### src/rtl/cache_pkg.sv
// rtl/cache_pkg.sv - shared refill types and line geometry for the cache controller and refill engine
package cache_pkg;

   localparam int CACHE_ADDR_W = 32;
   localparam int BEAT_BYTES   = 8;
   localparam int BEAT_SHIFT   = $clog2(BEAT_BYTES);
   localparam int LINE_BYTES   = BEAT_BYTES * 4;
   localparam int OFFSET_W     = $clog2(LINE_BYTES);

   typedef logic [CACHE_ADDR_W-1:0] addr_t;

   typedef enum logic [1:0] {
      IDLE,
      ISSUE,
      WAIT,
      RESP
   } refill_state_t;

endpackage

### src/rtl/cache_refill_engine.sv
// rtl/cache_refill_engine.sv - single-miss line refill sequencer: issues per-beat Pmem reads,
// assembles the line, flags per-beat timeouts and hands the line to the data array.
module cache_refill_engine
   import cache_pkg::*;
#(
   parameter int ADDR_W     = 32,
   parameter int BEAT_W     = 64,
   parameter int LINE_BEATS = 4,
   parameter int TIMEOUT    = 16
) (
   input  logic                         clk,
   input  logic                         rst,
   input  logic                         miss_req_valid,
   output logic                         miss_req_ready,
   input  logic [ADDR_W-1:0]            miss_req_addr,
   output logic                         mem_rd_en,
   output logic [ADDR_W-1:0]            mem_addr,
   input  logic [BEAT_W-1:0]            mem_data,
   input  logic                         mem_data_valid,
   output logic                         fill_valid,
   input  logic                         fill_ready,
   output logic [ADDR_W-1:0]            fill_addr,
   output logic [BEAT_W*LINE_BEATS-1:0] fill_line,
   output logic                         fill_err,
   output logic                         busy
);

   localparam int LINE_W       = BEAT_W * LINE_BEATS;
   localparam int BEAT_CNT_W   = $clog2(LINE_BEATS);
   localparam int TMO_W        = $clog2(TIMEOUT);
   localparam int LINE_BYTES_P = BEAT_BYTES * LINE_BEATS;
   localparam logic [ADDR_W-1:0] OFFSET_MASK = ADDR_W'(LINE_BYTES_P - 1);

   refill_state_t         state_q, state_d;
   logic [ADDR_W-1:0]     base_q, base_d;
   logic [BEAT_CNT_W-1:0] beat_q, beat_d;
   logic [TMO_W-1:0]      tmo_q, tmo_d;
   logic [LINE_W-1:0]     line_q, line_d;
   logic                  err_q, err_d;
   logic                  last_beat;
   logic                  tmo_hit;

   assign last_beat = (beat_q == BEAT_CNT_W'(LINE_BEATS - 1));
   assign tmo_hit   = (tmo_q == TMO_W'(TIMEOUT - 1));

   always_ff @(posedge clk) begin
      if (rst) begin
         state_q <= IDLE;
      end else begin
         state_q <= state_d;
      end
   end

   always_comb begin
      state_d = state_q;
      unique case (state_q)
         IDLE:    if (miss_req_valid) state_d = ISSUE;
         ISSUE:   state_d = WAIT;
         WAIT: begin
            if (mem_data_valid) state_d = last_beat ? RESP : ISSUE;
            else if (tmo_hit)   state_d = RESP;
         end
         RESP:    if (fill_ready) state_d = IDLE;
         default: state_d = IDLE;
      endcase
   end

   always_ff @(posedge clk) begin
      if (rst) begin
         base_q <= '0;
         beat_q <= '0;
         tmo_q  <= '0;
         line_q <= '0;
         err_q  <= 1'b0;
      end else begin
         base_q <= base_d;
         beat_q <= beat_d;
         tmo_q  <= tmo_d;
         line_q <= line_d;
         err_q  <= err_d;
      end
   end

   // Beats not returned before a timeout stay zero because the buffer is cleared on accept.
   always_comb begin
      base_d = base_q;
      beat_d = beat_q;
      tmo_d  = tmo_q;
      line_d = line_q;
      err_d  = err_q;
      unique case (state_q)
         IDLE: begin
            if (miss_req_valid) begin
               base_d = miss_req_addr & ~OFFSET_MASK;
               beat_d = '0;
               line_d = '0;
               err_d  = 1'b0;
            end
         end
         ISSUE: tmo_d = '0;
         WAIT: begin
            if (mem_data_valid) begin
               line_d[BEAT_W*beat_q +: BEAT_W] = mem_data;
               if (!last_beat) beat_d = beat_q + BEAT_CNT_W'(1);
            end else if (tmo_hit) begin
               err_d = 1'b1;
            end else begin
               tmo_d = tmo_q + TMO_W'(1);
            end
         end
         default: ;
      endcase
   end

   // The beat counter only moves in WAIT, so mem_addr holds between strobes.
   always_comb begin
      miss_req_ready = (state_q == IDLE);
      mem_rd_en      = (state_q == ISSUE);
      mem_addr       = base_q + ADDR_W'({beat_q, {BEAT_SHIFT{1'b0}}});
      fill_valid     = (state_q == RESP);
      fill_addr      = base_q;
      fill_line      = line_q;
      fill_err       = err_q && (state_q == RESP);
      busy           = (state_q != IDLE);
   end

endmodule

### config.mk
export PLATFORM = sky130hd
export DESIGN_NAME = cache_refill_engine
export DESIGN_NICKNAME = d
export VERILOG_FILES = /design/src/rtl/cache_pkg.sv /design/src/rtl/cache_refill_engine.sv
export SDC_FILE = /design/constraint.sdc
export NUM_CORES = 1
export LEC_CHECK = 0
export CORE_UTILIZATION = 40
export CTS_CLUSTER_SIZE = 10
export DETAILED_ROUTE_END_ITERATION = 10
export PLACE_DENSITY_LB_ADDON = 0.05
export SLEW_MARGIN = 15
export SYNTH_ARGS = -nofsm -noshare
export SYNTH_HDL_FRONTEND = slang
export SYNTH_SLANG_ARGS = --single-unit
### constraint.sdc
create_clock -name clk -period 1.8 [get_ports clk]
set_input_delay 0.36 -clock clk [delete_from_list [all_inputs] [get_ports clk]]
set_output_delay 0.36 -clock clk [all_outputs]
set_load 0.1 [all_outputs]
# Word level (Yosys, flattened, before mapping)
# Index checks and enable logic that the tools add are counted.
[totals]
reg_bits = 292
inputBits = 101
out_inout_bits = 325
wordCells = 57
[classes]
n_addsub = 4
n_eq_ne = 13
shift = 2
n_mux = 21
n_reduce_logical = 11
[op_table]
columns = ["operator", "count"]
rows = [
  ["$mux 256", 2],
  ["$pmux 256 s2", 1],
  ["$bwmux 256", 1],
  ["$shift 64x34->256 const A", 1],
  ["$shiftx 64x34->256", 1],
  ["$neg 8->34", 1],
  ["$add 32x5->32", 1],
  ["$mux 2", 8],
  ["$ne 2x2->1 const B", 6],
  ["$reduce_and 3->1", 3],
  ["$mux 4", 2],
  ["$pmux 2 s4", 1],
  ["$pmux 4 s2", 1],
  ["$reduce_and 4->1", 2],
  ["$eq 2x2->1 const B", 3],
  ["$reduce_bool 2->1", 3],
  ["$add 4x1->4 const B", 1],
  ["$eq 4x4->1 const B", 1],
  ["$pmux 2 s2", 1],
  ["$mux 1", 3],
  ["$ne 3x3->1 const B", 1],
  ["$add 2x1->2 const B", 1],
  ["$eq 2x1->1 const B", 1],
  ["$logic_not 2->1", 1],
  ["other kinds (4)", 4],
]

# Longest topological paths before layout
[logic_depth]
ltp_word = 5
ltp_mapped = 8
mapped_depth_nobuf = 6

# Worst setup path before layout
# Ideal clock, no wire load.
[synth_path]
kind = "reg-to-reg"
startpoint = "register beat_q[0]"
endpoint = "register line_q[195] (netlist: fill_line[195])"
setup_ns = 0.071
arrival_ns = 2.661
required_ns = 1.729
slack_ns = -0.932
path_stages_with_launch = 8
path_buffers = 2
synth_period_minus_slack_ns = 2.732
path_cell_list = "dfxtp_1 > inv_1 > ha_1 > nor4b_1 > clkbuf_2 > clkbuf_1 > nand3_1 > a21oi_1"
[synth_between]
elab_chain_cells = 5
elab_cells_between_ends = 6
classes_between = "add/sub (1); shift (2); mux (3)"
[synth_lines]
columns = ["element", "line", "source"]
rows = [
  ["from (decl)", "cache_refill_engine.sv:36", "logic [BEAT_CNT_W-1:0] beat_q, beat_d;"],
  ["from (signal assigned)", "cache_refill_engine.sv:77", "beat_q <= beat_d;"],
  ["$neg 8->34 *", "cache_refill_engine.sv:103", "line_d[BEAT_W*beat_q +: BEAT_W] = mem_data;"],
  ["$shiftx 64x34->256 / $shift 64x34->256 (equally long branches)", "cache_refill_engine.sv:103", ""],
  ["$bwmux 256 *", "cache_refill_engine.sv:103", ""],
  ["$mux 256 *", "cache_refill_engine.sv:102", "if (mem_data_valid) begin"],
  ["$pmux 256 s2 *", "cache_refill_engine.sv:91", "unique case (state_q)"],
  ["to (signal assigned)", "cache_refill_engine.sv:79", "line_q <= line_d;"],
  ["to (decl)", "cache_refill_engine.sv:38", "logic [LINE_W-1:0] line_q, line_d;"],
]
# Every way passes the cells marked *; elsewhere a longest branch is shown, timed or not. The select of a mux whose other input is x is not followed.
# A chain may end at the register's enable or synchronous reset.

# Final worst setup path
[layout_path]
startpoint = "register state_q[0]"
endpoint = "register line_q[111] (netlist: fill_line[111])"
[layout_between]
elab_chain_cells = 3
elab_cells_between_ends = 7
classes_between = "eq/ne (3); mux (1); reduce/logical (3)"
[layout_lines]
columns = ["element", "line", "source"]
rows = [
  ["from (decl)", "cache_refill_engine.sv:34", "refill_state_t state_q, state_d;"],
  ["from (signal assigned)", "cache_refill_engine.sv:50", "state_q <= state_d;"],
  ["$eq 2x2->1 / $logic_not 2->1 (equally long branches)", "cache_refill_engine.sv:91", ""],
  ["$ne 2x2->1 (no source line) / $reduce_bool 2->1 (equally long branches)", "n/a", ""],
  ["$reduce_and 3->1 (no source line)", "n/a", ""],
]
# Parallel ways exist; a longest one is shown, timed or not.

==> flow_metrics.tcl <==
set metrics [dict create \
    status "finished with violations" \
    violations "negative setup slack" \
    synthMuxAreaShare 0.0579 \
    finalNetCount 1881 \
    critPathArrivalTime_ns 2.27 \
    power_density_nw_per_um2 941 \
    setup_viol 139 \
    vias 11300 \
    drcViolationCount 0 \
    r2r_end "fill_line[111]" \
    async_flop_share 0 \
    max-slew-margin-rel 0.664 \
    die_area_um2 29800 \
    synth_top_family_by_area "simple AND/OR/NAND/NOR gates" \
    grt-ovfl-total 0 \
    fp.dieW_um 173 \
    synth.area.top_cells "dfxtp_1 (50%), a21oi_1 (9.6%), nand3_1 (8.5%)" \
    cts_sinks 292 \
    grt_pass1_wl_um 63400 \
    hold_class "primary input to flop" \
    finalCriticalPeriod_ns 1.88 \
    wirelength_um 44000 \
    core_um2 28700 \
    layout_common_cells "buf_12 (351), dfxtp_1 (288), nand2_1 (256)" \
    cap_violations 0 \
    grt_usage 0.268 \
    path_max_fanout 8 \
    cp_data_required_time_ns 2.18 \
    ys_ff_latch 292 \
    synth_top_area_cell "dfxtp_1" \
    place_hpwl_um 28200 \
    cts-root-buf "clkbuf_16" \
    crit_start "state_q[0]" \
    vias_per_cell 5.25 \
    synth_compound_area_frac 0.110 \
    synthAdderAreaFrac 0.0118 \
    placementRows 62 \
    nFillCells 1975 \
    p_leak_nw 7.78 \
    layout-drive-gt1-share 0.319 \
    synthXorXnorAreaFrac 0 \
    ys_warn_count 0 \
    final_common_cell "buf_12" \
    setup_slack_ns -0.0832 \
    cts_inserted_buffers 35 \
    critPathKind "flop to flop" \
    syn_area_per_cell_um2 8.48 \
    final_area_um2 21500 \
    wl_per_cell_um 20.4 \
    worst_pin_slew_ns 0.504 \
    io_pins 426 \
    grt.busiest_layer "met2" \
    syn_inst 1373 \
    vdd_drop_max_mv 0.720 \
    drtPass1Iterations 5 \
    start_kind "flop" \
    antenna_found_initial 2 \
    hold_depth 2 \
    endpoint "fill_line[111]" \
    clk_latency_ns 0.51 \
    grt_use_met2 0.452 \
    grt_pass1_vias 11000 \
    port_buffers 412 \
    yosysUniqueCellTypes 41 \
    synth_area_um2 11600 \
    finClkSkew_ns 0.00970 \
    ys.flop_type "dfxtp_1" \
    ant_nets 0 \
    cts_tree "done" \
    finalHoldViolCount 0 \
    drtIter0Drc 842 \
    synth_seq_area_share 0.502 \
    synth_edf_count 0 \
    area_growth_pct 84.3 \
    fin_util 0.748 \
    yosys.area_share.simple 0.235 \
    grt.met3_usage 0.0884 \
    routabilityCongestion 0.798 \
    end_kind "flop" \
    finalMaxSlewViolations 0 \
    reg2reg_from "state_q[0]" \
    grt_start_max_net_pins 69 \
    period_share 1.05 \
    hold_buffers 0 \
    r2r_slack_ns -0.08 \
    initial_core_util 0.406 \
    cts_max_level 2 \
    cts_buffer_depth 3 \
    reg2reg_depth 9 \
    die_height_um 173 \
    synth_top_area_frac 0.502 \
    rsz0062_at_grt "true" \
    placed_area_um2 19400 \
    met1_usage 0.315 \
    clk_pin_slew_worst_paths_ns 0.05 \
    fmax_mhz 531 \
]
## through the flow
| step | power [mW] | cells | setup WS (ns) | TNS (ns) | hold WS, ns |
|---|---|---|---|---|---|
| 3_3_place_gp | 13.1 | 2082 | -0.226 | -40.26 | 0.475 |
| 3_5_place_dp | 13.2 | 2082 | -0.253 | -43.57 | 0.480 |
| 6_report | 20.2 | 2161 | -0.0832 | -3.41 | 0.268 |
| 5_1_grt | 20.8 | 2161 | -0.144 | -18.91 | 0.287 |
| 4_1_cts | 19.4 | 2136 | -0.0280 | -0.147 | 0.265 |
| 2_1_floorplan | 11.2 | 1380 | -0.141 | -29.08 | 0.486 |
## worst min path at each step
stage                      to           start
6_report         fill_line[2]             rst
5_1_grt          fill_line[2]             rst
4_1_cts         fill_line[11]             rst
3_5_place_dp   fill_line[122]  fill_line[122]
3_3_place_gp   fill_line[198]  fill_line[198]
2_1_floorplan        tmo_q[1]        tmo_q[1]
## kinds of logic after synthesis
family / after synthesis
mux: 66
fa+ha+maj: 11
buf+inv: 158
other cells: 1
simple gates: 604
compound gates: 241
flops: 292
## repair_timing
item / 4_1_cts / 5_1_grt
setup buffers: 8 / 10
gates resized for setup: 17 / 111
cloned: 2 / 15
pin swaps: 10 / 23
endpoints found under the hold margin: 0 / 0
setup endpoints to repair: 238 / 260
## sequential cells by signal (all words and copies together), names as in the netlist
register / cells
fill_line: 256
tmo_q: 4
fill_addr: 27
state_q: 2
err_q: 1
beat_q: 2
## metal layers
metal	up-vias	share of wire	wire length (um)
li1	5343	-	-
met1	5430	0.38	16800
met2	480	0.49	21600
met3	87	0.093	4110
met4	2	0.034	1480
met5	-	0.00030	13
## report_power, final
part           internal [mW]  switching [mW]
registers               6.61           0.209
logic                   2.70            4.44
clock network           3.69            2.54
total                   13.0            7.20
## cells in the mapped netlist, drive strengths merged (2+ instances only)
library cell  number
a211oi             2
a21o               3
a21oi            227
a31oi              3
and2              66
and3               3
buf               97
clkbuf            53
dfxtp            292
ha                11
inv                8
mux2i             65
nand2            256
nand2b             4
nand3            197
nor2              69
## final cells by class
class | count | area [um^2] | share of cell area
timing repair buffer | 502 | 8710 | 0.406
sequential | 292 | 5860 | 0.273
multi-input combinational | 930 | 5410 | 0.252
clock buffer | 43 | 958 | 0.0447
tap | 384 | 480 | 0.0224
inverter | 8 | 37.5 | 0.00175
clock inverter | 1 | 5.00 | 0.000233
antenna | 1 | 2.50 | 0.000117
## critical path, stage by stage, from the launching register on
cell	delay, ns
dfxtp_2	0.33
inv_4	0.09
ha_4	0.16
mux2i_4	0.44
buf_6	0.17
a21oi_4	0.04
buf_12	0.16
clkbuf_16	0.17
nand3_1	0.10
a21oi_1	0.08
(Power assumes the default switching activity.)
==> RTL change: new RTL, same settings <==
The 4 states of `refill_state_t` get a one-hot encoding in 4 bits.
--- a/src/rtl/cache_pkg.sv
+++ b/src/rtl/cache_pkg.sv
@@ -11,7 +11,7 @@
 
-   typedef enum logic [1:0] {
-      IDLE,
-      ISSUE,
-      WAIT,
-      RESP
+   typedef enum logic [3:0] {
+      IDLE  = 4'b0001,
+      ISSUE = 4'b0010,
+      WAIT  = 4'b0100,
+      RESP  = 4'b1000
    } refill_state_t;
Function: same outputs for any inputs over 4 cycles, from zero or initial values and one cycle with rst high; so few cycles prove little.
==> RTL change against the original RTL <==
  * Fmax down 14%
  * Sequential cell count up 2
  * Die area up 20%
  * Total power down 6.2%
  * Sequential power down 1%
  * Wire length up 23%
  * The flow still finishes with violations (setup timing)
  * Design area up 16%
  * Setup slack worse by 300 ps
  * Synthesized area up 20%
==> RTL change: results (changes against the original RTL) <==
| Metric | Value |
|---|---|
| Pre-CTS setup slack | `-344.5 ps (-91.44 ps)` |
| Vias | `13450 (+19%)` |
| DR pass1 iterations | `8 (+3)` |
| Top cells by area, synth | `dfxtp_1 42%, mux2i_1 14%, nand3_1 8.0%, o41ai_2 5.9%, nor2b_1 5.8%` |
| Post-synthesis sequential area ratio | `42.00% (-8.2 points)` |
| Clk pin slew, worst setup/hold paths | `60 ps` |
| Setup Viol. Count Final | `232 (+67%)` |
| CP max FO | `6 (-2)` |
| VDD IR max | `715.8 µV (-0.62%)` |
| Commonest cells post-synth | `294 x dfxtp_1, 224 x nand3_1, 205 x nand2_1, 193 x mux2i_1, 130 x nor2b_1` |
| Fin Setup TNS | `-40280 ps (-36870 ps)` |
| Initial DRC Count | `840 (-0.24%)` |
| Max incr delay on CP | `520 ps (+80 ps)` |
| Max reg flops | `256 (unchanged)` |
| Largest net degree at the start of global routing | `61 (-12%)` |
| FFs w/ async S/R, synth | `0% (unchanged)` |
| Hold Path Class | `input pin to flop` |
| H-Tree Depth | `2 (unchanged)` |
| Clock buffer depth | `3 (unchanged)` |
| Vias per inst | `5.560 (+5.9%)` |
| First-pass GRT wire length | `78.85 mm (+24%)` |
| Slowest cell on the critical path | `or4b_4` |
| Initial antenna violation count | `1 (-1)` |
| Placed cell count | `2306 (+11%)` |
| GRT Total Usage | `28.11% (+1.3 points)` |
| PnR worst setup slack | `-378.4 ps (-295.1 ps)` |
| Wire per inst | `22.36 µm (+9.8%)` |
| Synth warn | `0 (unchanged)` |
| Setup bufs post-CTS | `30 (+22)` |
| Failing checks | `setup timing` |
| Post-cts resize count | `74 (+57)` |
| Worst-Skew Late Latency | `510 ps (about the same)` |
| Port bufs | `412 (unchanged)` |
| Synth Flop Type | `dfxtp_1` |
| GPL Wtd Cong | `0.8202 (+2.8%)` |
| Synth unique cells | `46 (+12%)` |
| Number of synthesized flops with an enable pin | `0 (unchanged)` |
| Layout cells sized above 1 | `32.09% (+0.17 points)` |
| Total CTS buffers | `36 (+2.9%)` |
| CTS root buffer | `clkbuf_16` |
| Mean Syn Cell Area | `9.030 µm² (+6.5%)` |
| Final HPWL DP | `32.72 mm (+16%)` |
| Skew final | `20.04 ps (+10.34 ps)` |
| Status | `finished, violations left` |
| Arr. time, crit path | `1820 ps (-450 ps)` |
| Leakage power | `10.02 nW (+29%)` |
| DP Area | `22040 µm² (+14%)` |
| NumNets Final | `2061 (+9.6%)` |
| Largest delay share family, worst path | `simple AND/OR/NAND/NOR gates` |
-- RTL change: cell types whose count changed after synthesis, sizes merged, moves of 65 or more --
cell | unedited run | this run
and2 | 66 | 1
a21oi | 227 | 34
mux2i | 65 | 193
nor2 | 69 | 2
o221ai | 0 | 67
nor2b | 1 | 130
-- RTL change: routing by layer --
metal	global-route usage, %	vias to the layer above	share of wire, %
met5	0	-	0
met1	35.28	6604	40
met3	6.154	113	7.3
met2	47.13	544	49
met4	10.30	0	4.0
li1	-	6189	-
-- RTL change: area by class of cell --
| type | count | area, µm² |
|---|---|---|
| well taps | 455 | 569.3 |
| fillers | 2423 | 9756 |
| repair buffers | 560 | 9442 |
| clock buffers | 48 | 1017 |
| flip-flops and latches | 294 | 5906 |
| inverters | 62 | 246.5 |
| diodes | 1 | 2.502 |
| multi-input cells | 999 | 7605 |
-- RTL change: power by group --
group,internal [W],switching (W),leakage (nW)
Clock,0.00388,0.00269,0.499
Sequential,0.00659,0.000138,2.37
Combinational,0.00234,0.00331,7.14
Total,0.0128,0.00613,10.0
-- RTL change: cells by family after synthesis --
| logic type | synth area share (%) |
|---|---|
| DFF | 42.00 |
| and+or+nand+nor | 20.89 |
| adders and majority gates | 0.6249 |
| AOI/OAI and AO/OA | 13.64 |
| other | 0.02676 |
| buffers and inverters | 8.955 |
| muxes | 13.86 |
-- RTL change: worst paths after layout --
kind               from        endpoint  slack, ps  depth (start not counted)
max          state_q[2]       mem_rd_en       -380                          4
min                 rst   fill_line[30]        360                          4
max reg2reg  state_q[1]  fill_line[108]       -380                          6
min reg2reg       err_q           err_q        490                          2
-- RTL change: worst min-delay path: cells and delay by family --
kind | cells | cell delay, ps
buf+inv | 1 | 200
mux | 1 | 60
simple gates | 2 | 180
